## src/rtl/enigma_rotor_sequencer_if.sv

```systemverilog
// Handshake and datapath bundle for the Enigma rotor sequencer.
// The master side is the sequencer itself; the slave side is the
// surrounding keyboard, lamp and rotor-lookup logic.
interface enigma_rotor_sequencer_if;
  // Keyboard side
  logic       in_valid;
  logic       in_ready;
  logic [4:0] in_char;

  // Lamp side
  logic       out_valid;
  logic       out_ready;
  logic [4:0] out_char;

  // Shared rotor-lookup datapath
  logic [2:0] stage;
  logic [4:0] stage_pos;
  logic [4:0] stage_data_out;
  logic [4:0] stage_data_in;

  modport master (
    input  in_valid, in_char, out_ready, stage_data_in,
    output in_ready, out_valid, out_char, stage, stage_pos, stage_data_out
  );

  modport slave (
    output in_valid, in_char, out_ready, stage_data_in,
    input  in_ready, out_valid, out_char, stage, stage_pos, stage_data_out
  );
endinterface

```

## src/rtl/enigma_rotor_sequencer.sv

```systemverilog
// Enigma scrambler controller: owns the three rotor positions, steps them
// odometer-style (with the rotor-1 double step) on every keypress, and
// time-shares one external rotor-lookup datapath over seven passes
// (forward 0..2, reflector, reverse 2..0).
module enigma_rotor_sequencer #(
  parameter int unsigned NOTCH0 = 16,
  parameter int unsigned NOTCH1 = 4,
  parameter int unsigned NOTCH2 = 21
) (
  input  logic                            clk,
  input  logic                            rst,
  input  logic                            load_pos,
  input  logic [4:0]                      init_pos0,
  input  logic [4:0]                      init_pos1,
  input  logic [4:0]                      init_pos2,
  enigma_rotor_sequencer_if.master        bus,
  output logic [4:0]                      pos0,
  output logic [4:0]                      pos1,
  output logic [4:0]                      pos2,
  output logic                            busy
);

  // Out-of-range notch parameters disable carrying rather than never matching
  // by accident on a truncated compare.
  localparam bit         NotchesValid = (NOTCH0 < 26) && (NOTCH1 < 26) && (NOTCH2 < 26);
  localparam logic [4:0] Notch0       = 5'(NOTCH0);
  localparam logic [4:0] Notch1       = 5'(NOTCH1);
  localparam logic [2:0] LastStage    = 3'd6;

  typedef enum logic [1:0] {
    StIdle,
    StStep,
    StPass,
    StDone
  } state_e;

  state_e     state_q, state_d;
  logic [4:0] pos0_q, pos0_d;
  logic [4:0] pos1_q, pos1_d;
  logic [4:0] pos2_q, pos2_d;
  logic [4:0] letter_q, letter_d;
  logic [2:0] stage_q, stage_d;
  logic [4:0] out_char_q, out_char_d;

  logic carry1;
  logic carry2;

  function automatic logic [4:0] inc26(input logic [4:0] v);
    return (v >= 5'd25) ? 5'd0 : v + 5'd1;
  endfunction

  function automatic logic [4:0] clamp26(input logic [4:0] v);
    return (v > 5'd25) ? 5'd0 : v;
  endfunction

  // Carry decisions on pre-step positions; rotor 1 also steps on its own notch.
  assign carry1 = NotchesValid && ((pos0_q == Notch0) || (pos1_q == Notch1));
  assign carry2 = NotchesValid && (pos1_q == Notch1);

  // State and datapath registers with synchronous reset.
  always_ff @(posedge clk) begin
    if (rst) begin
      state_q    <= StIdle;
      pos0_q     <= 5'd0;
      pos1_q     <= 5'd0;
      pos2_q     <= 5'd0;
      letter_q   <= 5'd0;
      stage_q    <= 3'd0;
      out_char_q <= 5'd0;
    end else begin
      state_q    <= state_d;
      pos0_q     <= pos0_d;
      pos1_q     <= pos1_d;
      pos2_q     <= pos2_d;
      letter_q   <= letter_d;
      stage_q    <= stage_d;
      out_char_q <= out_char_d;
    end
  end

  // Next-state logic: load/accept, step, seven lookup passes, output hold.
  always_comb begin
    state_d    = state_q;
    pos0_d     = pos0_q;
    pos1_d     = pos1_q;
    pos2_d     = pos2_q;
    letter_d   = letter_q;
    stage_d    = stage_q;
    out_char_d = out_char_q;

    unique case (state_q)
      StIdle: begin
        if (load_pos) begin
          // Load wins over a simultaneous letter.
          pos0_d = clamp26(init_pos0);
          pos1_d = clamp26(init_pos1);
          pos2_d = clamp26(init_pos2);
        end else if (bus.in_valid) begin
          letter_d = bus.in_char;
          state_d  = StStep;
        end
      end

      StStep: begin
        if (letter_q > 5'd25) begin
          // Non-letters pass straight through without moving the rotors.
          out_char_d = letter_q;
          state_d    = StDone;
        end else begin
          pos0_d = inc26(pos0_q);
          if (carry1) pos1_d = inc26(pos1_q);
          if (carry2) pos2_d = inc26(pos2_q);
          stage_d = 3'd0;
          state_d = StPass;
        end
      end

      StPass: begin
        letter_d = bus.stage_data_in;
        if (stage_q == LastStage) begin
          out_char_d = bus.stage_data_in;
          stage_d    = 3'd0;
          state_d    = StDone;
        end else begin
          stage_d = stage_q + 3'd1;
        end
      end

      StDone: begin
        if (bus.out_ready) state_d = StIdle;
      end

      default: state_d = StIdle;
    endcase
  end

  // Datapath drive: rotor position for the active pass, zero outside passes.
  always_comb begin
    bus.stage     = 3'd0;
    bus.stage_pos = 5'd0;
    if (state_q == StPass) begin
      bus.stage = stage_q;
      case (stage_q)
        3'd0:    bus.stage_pos = pos0_q;
        3'd1:    bus.stage_pos = pos1_q;
        3'd2:    bus.stage_pos = pos2_q;
        3'd3:    bus.stage_pos = 5'd0;
        3'd4:    bus.stage_pos = pos2_q;
        3'd5:    bus.stage_pos = pos1_q;
        3'd6:    bus.stage_pos = pos0_q;
        default: bus.stage_pos = 5'd0;
      endcase
    end
  end

  assign bus.stage_data_out = letter_q;
  assign bus.in_ready       = (state_q == StIdle) && !load_pos;
  assign bus.out_valid      = (state_q == StDone);
  assign bus.out_char       = out_char_q;

  assign pos0 = pos0_q;
  assign pos1 = pos1_q;
  assign pos2 = pos2_q;
  assign busy = (state_q != StIdle);

endmodule

```

## src/flat_wrapper.sv

```systemverilog
// flat-port wrapper written by rule: the top's interface ports become plain ports
module enigma_rotor_sequencer_flat 
#(
  parameter int unsigned NOTCH0 = 16,
  parameter int unsigned NOTCH1 = 4,
  parameter int unsigned NOTCH2 = 21
)
  (clk, rst, load_pos, init_pos0, init_pos1, init_pos2, pos0, pos1, pos2, busy, bus_in_valid, bus_in_char, bus_out_ready, bus_stage_data_in, bus_in_ready, bus_out_valid, bus_out_char, bus_stage, bus_stage_pos, bus_stage_data_out);
  enigma_rotor_sequencer_if bus_i ();
  input  logic clk;
  input  logic rst;
  input  logic load_pos;
  input  logic [4:0] init_pos0;
  input  logic [4:0] init_pos1;
  input  logic [4:0] init_pos2;
  output logic [4:0] pos0;
  output logic [4:0] pos1;
  output logic [4:0] pos2;
  output logic busy;
  input wire logic [$bits(bus_i.in_valid)-1:0] bus_in_valid;
  input wire logic [$bits(bus_i.in_char)-1:0] bus_in_char;
  input wire logic [$bits(bus_i.out_ready)-1:0] bus_out_ready;
  input wire logic [$bits(bus_i.stage_data_in)-1:0] bus_stage_data_in;
  output wire logic [$bits(bus_i.in_ready)-1:0] bus_in_ready;
  output wire logic [$bits(bus_i.out_valid)-1:0] bus_out_valid;
  output wire logic [$bits(bus_i.out_char)-1:0] bus_out_char;
  output wire logic [$bits(bus_i.stage)-1:0] bus_stage;
  output wire logic [$bits(bus_i.stage_pos)-1:0] bus_stage_pos;
  output wire logic [$bits(bus_i.stage_data_out)-1:0] bus_stage_data_out;
  assign bus_i.in_valid = bus_in_valid;
  assign bus_i.in_char = bus_in_char;
  assign bus_i.out_ready = bus_out_ready;
  assign bus_i.stage_data_in = bus_stage_data_in;
  assign bus_in_ready = bus_i.in_ready;
  assign bus_out_valid = bus_i.out_valid;
  assign bus_out_char = bus_i.out_char;
  assign bus_stage = bus_i.stage;
  assign bus_stage_pos = bus_i.stage_pos;
  assign bus_stage_data_out = bus_i.stage_data_out;
  enigma_rotor_sequencer #(.NOTCH0(NOTCH0), .NOTCH1(NOTCH1), .NOTCH2(NOTCH2)) u_core (.clk(clk), .rst(rst), .load_pos(load_pos), .init_pos0(init_pos0), .init_pos1(init_pos1), .init_pos2(init_pos2), .bus(bus_i), .pos0(pos0), .pos1(pos1), .pos2(pos2), .busy(busy));
endmodule
```

## config.mk

```make
export PLATFORM = sky130hd
export DESIGN_NAME = enigma_rotor_sequencer_flat
export DESIGN_NICKNAME = d
export VERILOG_FILES = /design/src/rtl/enigma_rotor_sequencer_if.sv /design/src/rtl/enigma_rotor_sequencer.sv /design/src/flat_wrapper.sv
export SDC_FILE = /design/constraint.sdc
export NUM_CORES = 1
export LEC_CHECK = 0
export BUFFER_PORTS_ARGS = -buffer_cell sky130_fd_sc_hd__buf_2
export CAP_MARGIN = 20
export CELL_PAD_IN_SITES_DETAIL_PLACEMENT = 1
export CELL_PAD_IN_SITES_GLOBAL_PLACEMENT = 2
export CORE_MARGIN = 3
export CORE_UTILIZATION = 30
export DETAILED_ROUTE_END_ITERATION = 8
export GPL_TIMING_DRIVEN = 0
export PLACE_DENSITY = 0.88
export SYNTH_ARGS = -nofsm -noshare
export SYNTH_HDL_FRONTEND = slang
export SYNTH_SLANG_ARGS = --single-unit
export TNS_END_PERCENT = 5
```

## constraint.sdc

```tcl
create_clock -name clk -period 1.95 [get_ports clk]
set_input_delay 0.2925 -clock clk [delete_from_list [all_inputs] [get_ports clk]]
set_output_delay 0.2925 -clock clk [all_outputs]
set_load 0.1 [all_outputs]
```

==> summary.md <==
The run finished, with violations left. The checks that failed: negative setup slack. The post-synthesis sequential element count came out at 30. Before CTS, the worst setup slack after placement is -0.4389 ns. Measured in cells, the most critical reg-to-reg path has a length of 7. The placer's final routability congestion estimate was 0.7784.

The source of the worst register-to-register timing path is u_core.state_q[0]. Setup violations remaining at the end of the flow were counted as 8. Across all layers, the routed design uses 2214 vias. In this run, CTS created clock tree buffers numbering 5. The longest clock path from root to sink contains 2 buffers. In the synthesized netlist the dominant register cell turns out to be sky130_fd_sc_hd__dfxtp_1.

The first detailed-routing pass took 4 iterations. The tools report the final hold slack as 0.2950 ns. The total of buffers placed on input and output ports was 65.

The largest vdd supply drop was 982.7 uV. Max-cap violations in this run came to 0. The tools report the beginning of the critical path as u_core.stage_q[1].

The worst-case headroom to the max-slew limit was 61.58%; the post-route clock period utilization was 103.6%. In this design, the critical path's most frequently occurring cell is sky130_fd_sc_hd__buf_12. The kind of cell with the highest combined delay along the critical path is buffers and inverters.

For the final worst slack, the log shows -0.07051 ns. In the routed layout, each cell is associated on average with a via count of 5.222. From bottom edge to top edge, the die measures 90.33 microns.

The total power density per cell area works out to 1747 mW/mm^2. The worst hold path passes through 3 cells. The category of the worst setup path launch point was a register. Among all stages on the critical path, the largest delay is contributed by sky130_fd_sc_hd__dfxtp_1. The register clock-pin slew on the reported worst setup and hold paths works out to 0.07 ns.

Counting every instance in the synthesized netlist gives 246. The critical path contains buffers and inverters numbering 3 combined. The tools report the critical path arrival as 1.73 ns. The tools report the kind of end point of the critical path as a primary output. In this run, the number of DRC markers left after iteration 0 of detailed routing was 106.

For this run, the total global-route usage over all layers was measured as 16.26%. Setup repair after global routing could not meet its margin everywhere. For this run, the number of Yosys warnings is 0. The final-report hold violation count was 0; the multiplexer share of the synthesized area was 10.79%. After synthesis, the largest family of logic cells by area is compound AO/OA/AOI/OAI gates. The run gives 5023 microns as the placed wire-length estimate. The worst hold path begins at init_pos1[0].

After the last flow step, the layout net total stands at 369. The xor and xnor fraction of the mapped netlist area is 0.4106%, and the residual overflow from global routing is 0. Detailed-route wire length per cell: 16.28 microns.

For the count of boundary I/O pins, the log shows 66. Along the worst path, the maximum fanout reaches 9. The clock reaches the later pin of the worst-skew pair after 0.29 ns. After synthesis, flip-flops and latches occupy 28.15% of the total area.

On the worst path, the slowest cell contributes a delay of 0.34 ns. The pin count of the biggest net entering global routing is 11, and the shortest clock period the worst path allows after layout is 2.021 ns. The count of antenna diodes in the layout is 0, and the number of hold buffers added after cts is 0. The tools report the initial antenna violation count as 0. The TritonCTS sink count came out at 30. The die area was 0.008159 sq mm. The run gives 0 as the final-report max-slew violation count.

The post-synthesis area per instance was 8.672 sq um; the area fraction in and, or, nand and nor cells after synthesis was 18.83%. The clock tree synthesis step divided the H-tree into 2 levels. Library cell used as clock root buffer: sky130_fd_sc_hd__clkbuf_8.

Across the routed clock network, the largest skew measured is 0.003785 ns. The worst min-delay path category was primary input to register. After Yosys synthesis, full adders, half adders and majority gates account for 7.038% of the synthesized area.

The logs give 54 for the number of library cell types mapped by synthesis and 10860 microns for the wire length of the first global-routing pass. The analysis attributes to cell leakage a power of 1.270 nW. The slew at the pin closest to its max-slew limit works out to 0.5763 ns. The layout overhead on the synthesized area is 43.46%, and the number of global-route vias before repair is 2170.

TritonCTS built the clock tree. Cell type with the highest aggregate area in the netlist: sky130_fd_sc_hd__dfxtp_1. The horizontal die dimension is 90.33 microns, and the starting utilization of the core area is 31.23%. The share of post-route cells with drive strength above 1 was 45.43%; the total length of routed wires was 6901 microns. For this run, design rule violations remaining after detail routing come to 0. Yosys attributes the largest share of cell area to sky130_fd_sc_hd__dfxtp_1 (28%), sky130_fd_sc_hd__mux2i_1 (7.5%), sky130_fd_sc_hd__ha_1 (7.0%). Walking the worst path, the cells encountered are buf_6 > xnor2_4 > buf_12 > mux2i_2 > o21ai_1 > and2_4 > buf_12.

The run gives 0.002133 sq mm as the cell area after synthesis. After floorplanning, the core was sized to cover 0.006832 sq mm. Required time reported for the critical path endpoint: 1.66 ns. The completed layout was analyzed and its total power is 5.347 mW.

Critical path start-end classification: register to primary output. In this run the core area contains 30 standard-cell rows. The final antenna-violating net count was 0; the number of enable flip-flop cells after synthesis was 0. The synthesized netlist devotes 28.86% of its cell area to compound gates.

After synthesis, the largest area contributor takes up 28.15% of total cell area. The depth of the critical timing path with buffers and inverters included was 7; the highest achievable clock rate was 494.9 MHz. Counting every net in the synthesized netlist gives 288. The async set-reset flop share out of synthesis came out at 0%.
## synth_stat cells (2+ instances only)
cell type                   count
sky130_fd_sc_hd__a211oi_1       7
sky130_fd_sc_hd__a21o_1         2
sky130_fd_sc_hd__a21oi_1       12
sky130_fd_sc_hd__a221oi_1       3
sky130_fd_sc_hd__a22oi_1        2
sky130_fd_sc_hd__a2bb2oi_1      3
sky130_fd_sc_hd__a31o_2         2
sky130_fd_sc_hd__a32o_1         4
sky130_fd_sc_hd__and2_1         8
sky130_fd_sc_hd__and3_1         2
sky130_fd_sc_hd__buf_2          5
sky130_fd_sc_hd__clkbuf_1       5
sky130_fd_sc_hd__dfxtp_1       30
sky130_fd_sc_hd__ha_1          12
sky130_fd_sc_hd__inv_1         17
sky130_fd_sc_hd__mux2_2         5
sky130_fd_sc_hd__mux2i_1       16
sky130_fd_sc_hd__nand2_1       18
sky130_fd_sc_hd__nand2b_1       7
sky130_fd_sc_hd__nand3_1        6
sky130_fd_sc_hd__nor2_1        14
sky130_fd_sc_hd__nor2b_1        5
sky130_fd_sc_hd__nor3b_1        3
sky130_fd_sc_hd__nor4_1         3
sky130_fd_sc_hd__o211ai_1       5
sky130_fd_sc_hd__o21a_1         4
sky130_fd_sc_hd__o21ai_0       12
sky130_fd_sc_hd__o21ai_1        2
sky130_fd_sc_hd__o2bb2ai_1      3
sky130_fd_sc_hd__o32ai_1        5
## flip-flops by register name, summed over array words and instances (netlist names)
name	flops
u_core.bus.stage_data_out	5
u_core.stage_q	3
u_core.bus.out_char	5
u_core.state_q	2
u_core.pos2	5
u_core.pos1	5
u_core.pos0	5
## per-layer routing
layer | global-route usage (%) | up-vias | share of wire (%)
met5 | 0 | - | 0
met4 | 3.827 | 0 | 1.0
met1 | 21.75 | 1082 | 47
met3 | 2.917 | 6 | 3.1
li1 | - | 1083 | -
met2 | 27.19 | 43 | 49
## kinds of logic after synthesis
| group | after synthesis |
|---|---|
| AO/OA/AOI/OAI | 78 |
| AND/OR/NAND/NOR | 74 |
| flip-flops | 30 |
| buffers and inverters | 29 |
| multiplexers | 22 |
| adder cells (fa/ha/maj) | 12 |
| XOR/XNOR | 1 |
## path summary, 6_finish.rpt
path / to / slack [ns]
worst min-delay path: u_core.pos1[0] / 0.30
worst min register to register: u_core.bus.out_char[4] / 0.51
worst max register to register: u_core.pos1[2] / 0.04
worst max-delay path: bus_stage_pos[0] / -0.07
## area by class of cell
type                       instances  area [sq um]
fill                             832          3771
multi-input combinational        187          1509
sequential                        30         629.4
timing repair buffer              74         525.5
tap                               96         120.1
buffer                            12         100.1
clock buffer                       5         68.82
inverter                          17         67.56
clock inverter                     3         40.04
## where the power goes
group	switching, mW	internal, mW	total, mW
Sequential	0.291	0.828	1.12
Combinational	2.48	1.12	3.60
Clock	0.253	0.376	0.629
Total	3.02	2.33	5.35
## metrics by stage
stage          cell area (sq um)  util (%)  cells  TNS (ns)
2_1_floorplan               2190         -    246   -0.5663
4_1_cts                     2944     43.10    415   -0.6315
6_report                    3060     44.80    424   -0.3413
5_1_grt                     3060     44.80    424    -1.083
3_5_place_dp                2635     38.57    407    -3.699
3_3_place_gp                2635     38.57    407    -3.122
## worst reg2reg max path, stage by stage (launching register included)
cell                       delay [ns]
sky130_fd_sc_hd__dfxtp_2         0.34
sky130_fd_sc_hd__buf_4           0.13
sky130_fd_sc_hd__ha_2            0.18
sky130_fd_sc_hd__buf_6           0.14
sky130_fd_sc_hd__o2111a_2        0.20
sky130_fd_sc_hd__a311oi_4        0.46
sky130_fd_sc_hd__o21ai_1         0.14
sky130_fd_sc_hd__a32o_1          0.22
## what timing repair did
| action | 4_1_cts | 5_1_grt |
|---|---|---|
| resized for setup | 58 | 10 |
| setup endpoints to repair | 18 | 27 |
| pin swaps | 5 | 8 |
| buffers inserted | 0 | 9 |
## cells in the final DEF, fill, tap and decap left out, drive strengths merged, types with 2 or more instances in the layout
| cell | count |
|---|---|
| a211oi | 8 |
| a21o | 2 |
| a21oi | 13 |
| a221oi | 4 |
| a22oi | 2 |
| a2bb2oi | 3 |
| a31o | 2 |
| a32o | 4 |
| and2 | 8 |
| and3 | 2 |
| buf | 80 |
| clkbuf | 11 |
| clkinv | 2 |
| dfxtp | 30 |
| ha | 12 |
| inv | 16 |
| mux2 | 5 |
| mux2i | 17 |
| nand2 | 18 |
| nand2b | 7 |
| nand3 | 6 |
| nand4bb | 2 |
| nor2 | 14 |
| nor2b | 5 |
| nor3b | 3 |
| nor4 | 3 |
| o211ai | 5 |
| o21a | 4 |
| o21ai | 14 |
| o2bb2ai | 3 |
| o32ai | 5 |
(Power assumes the default switching activity.)
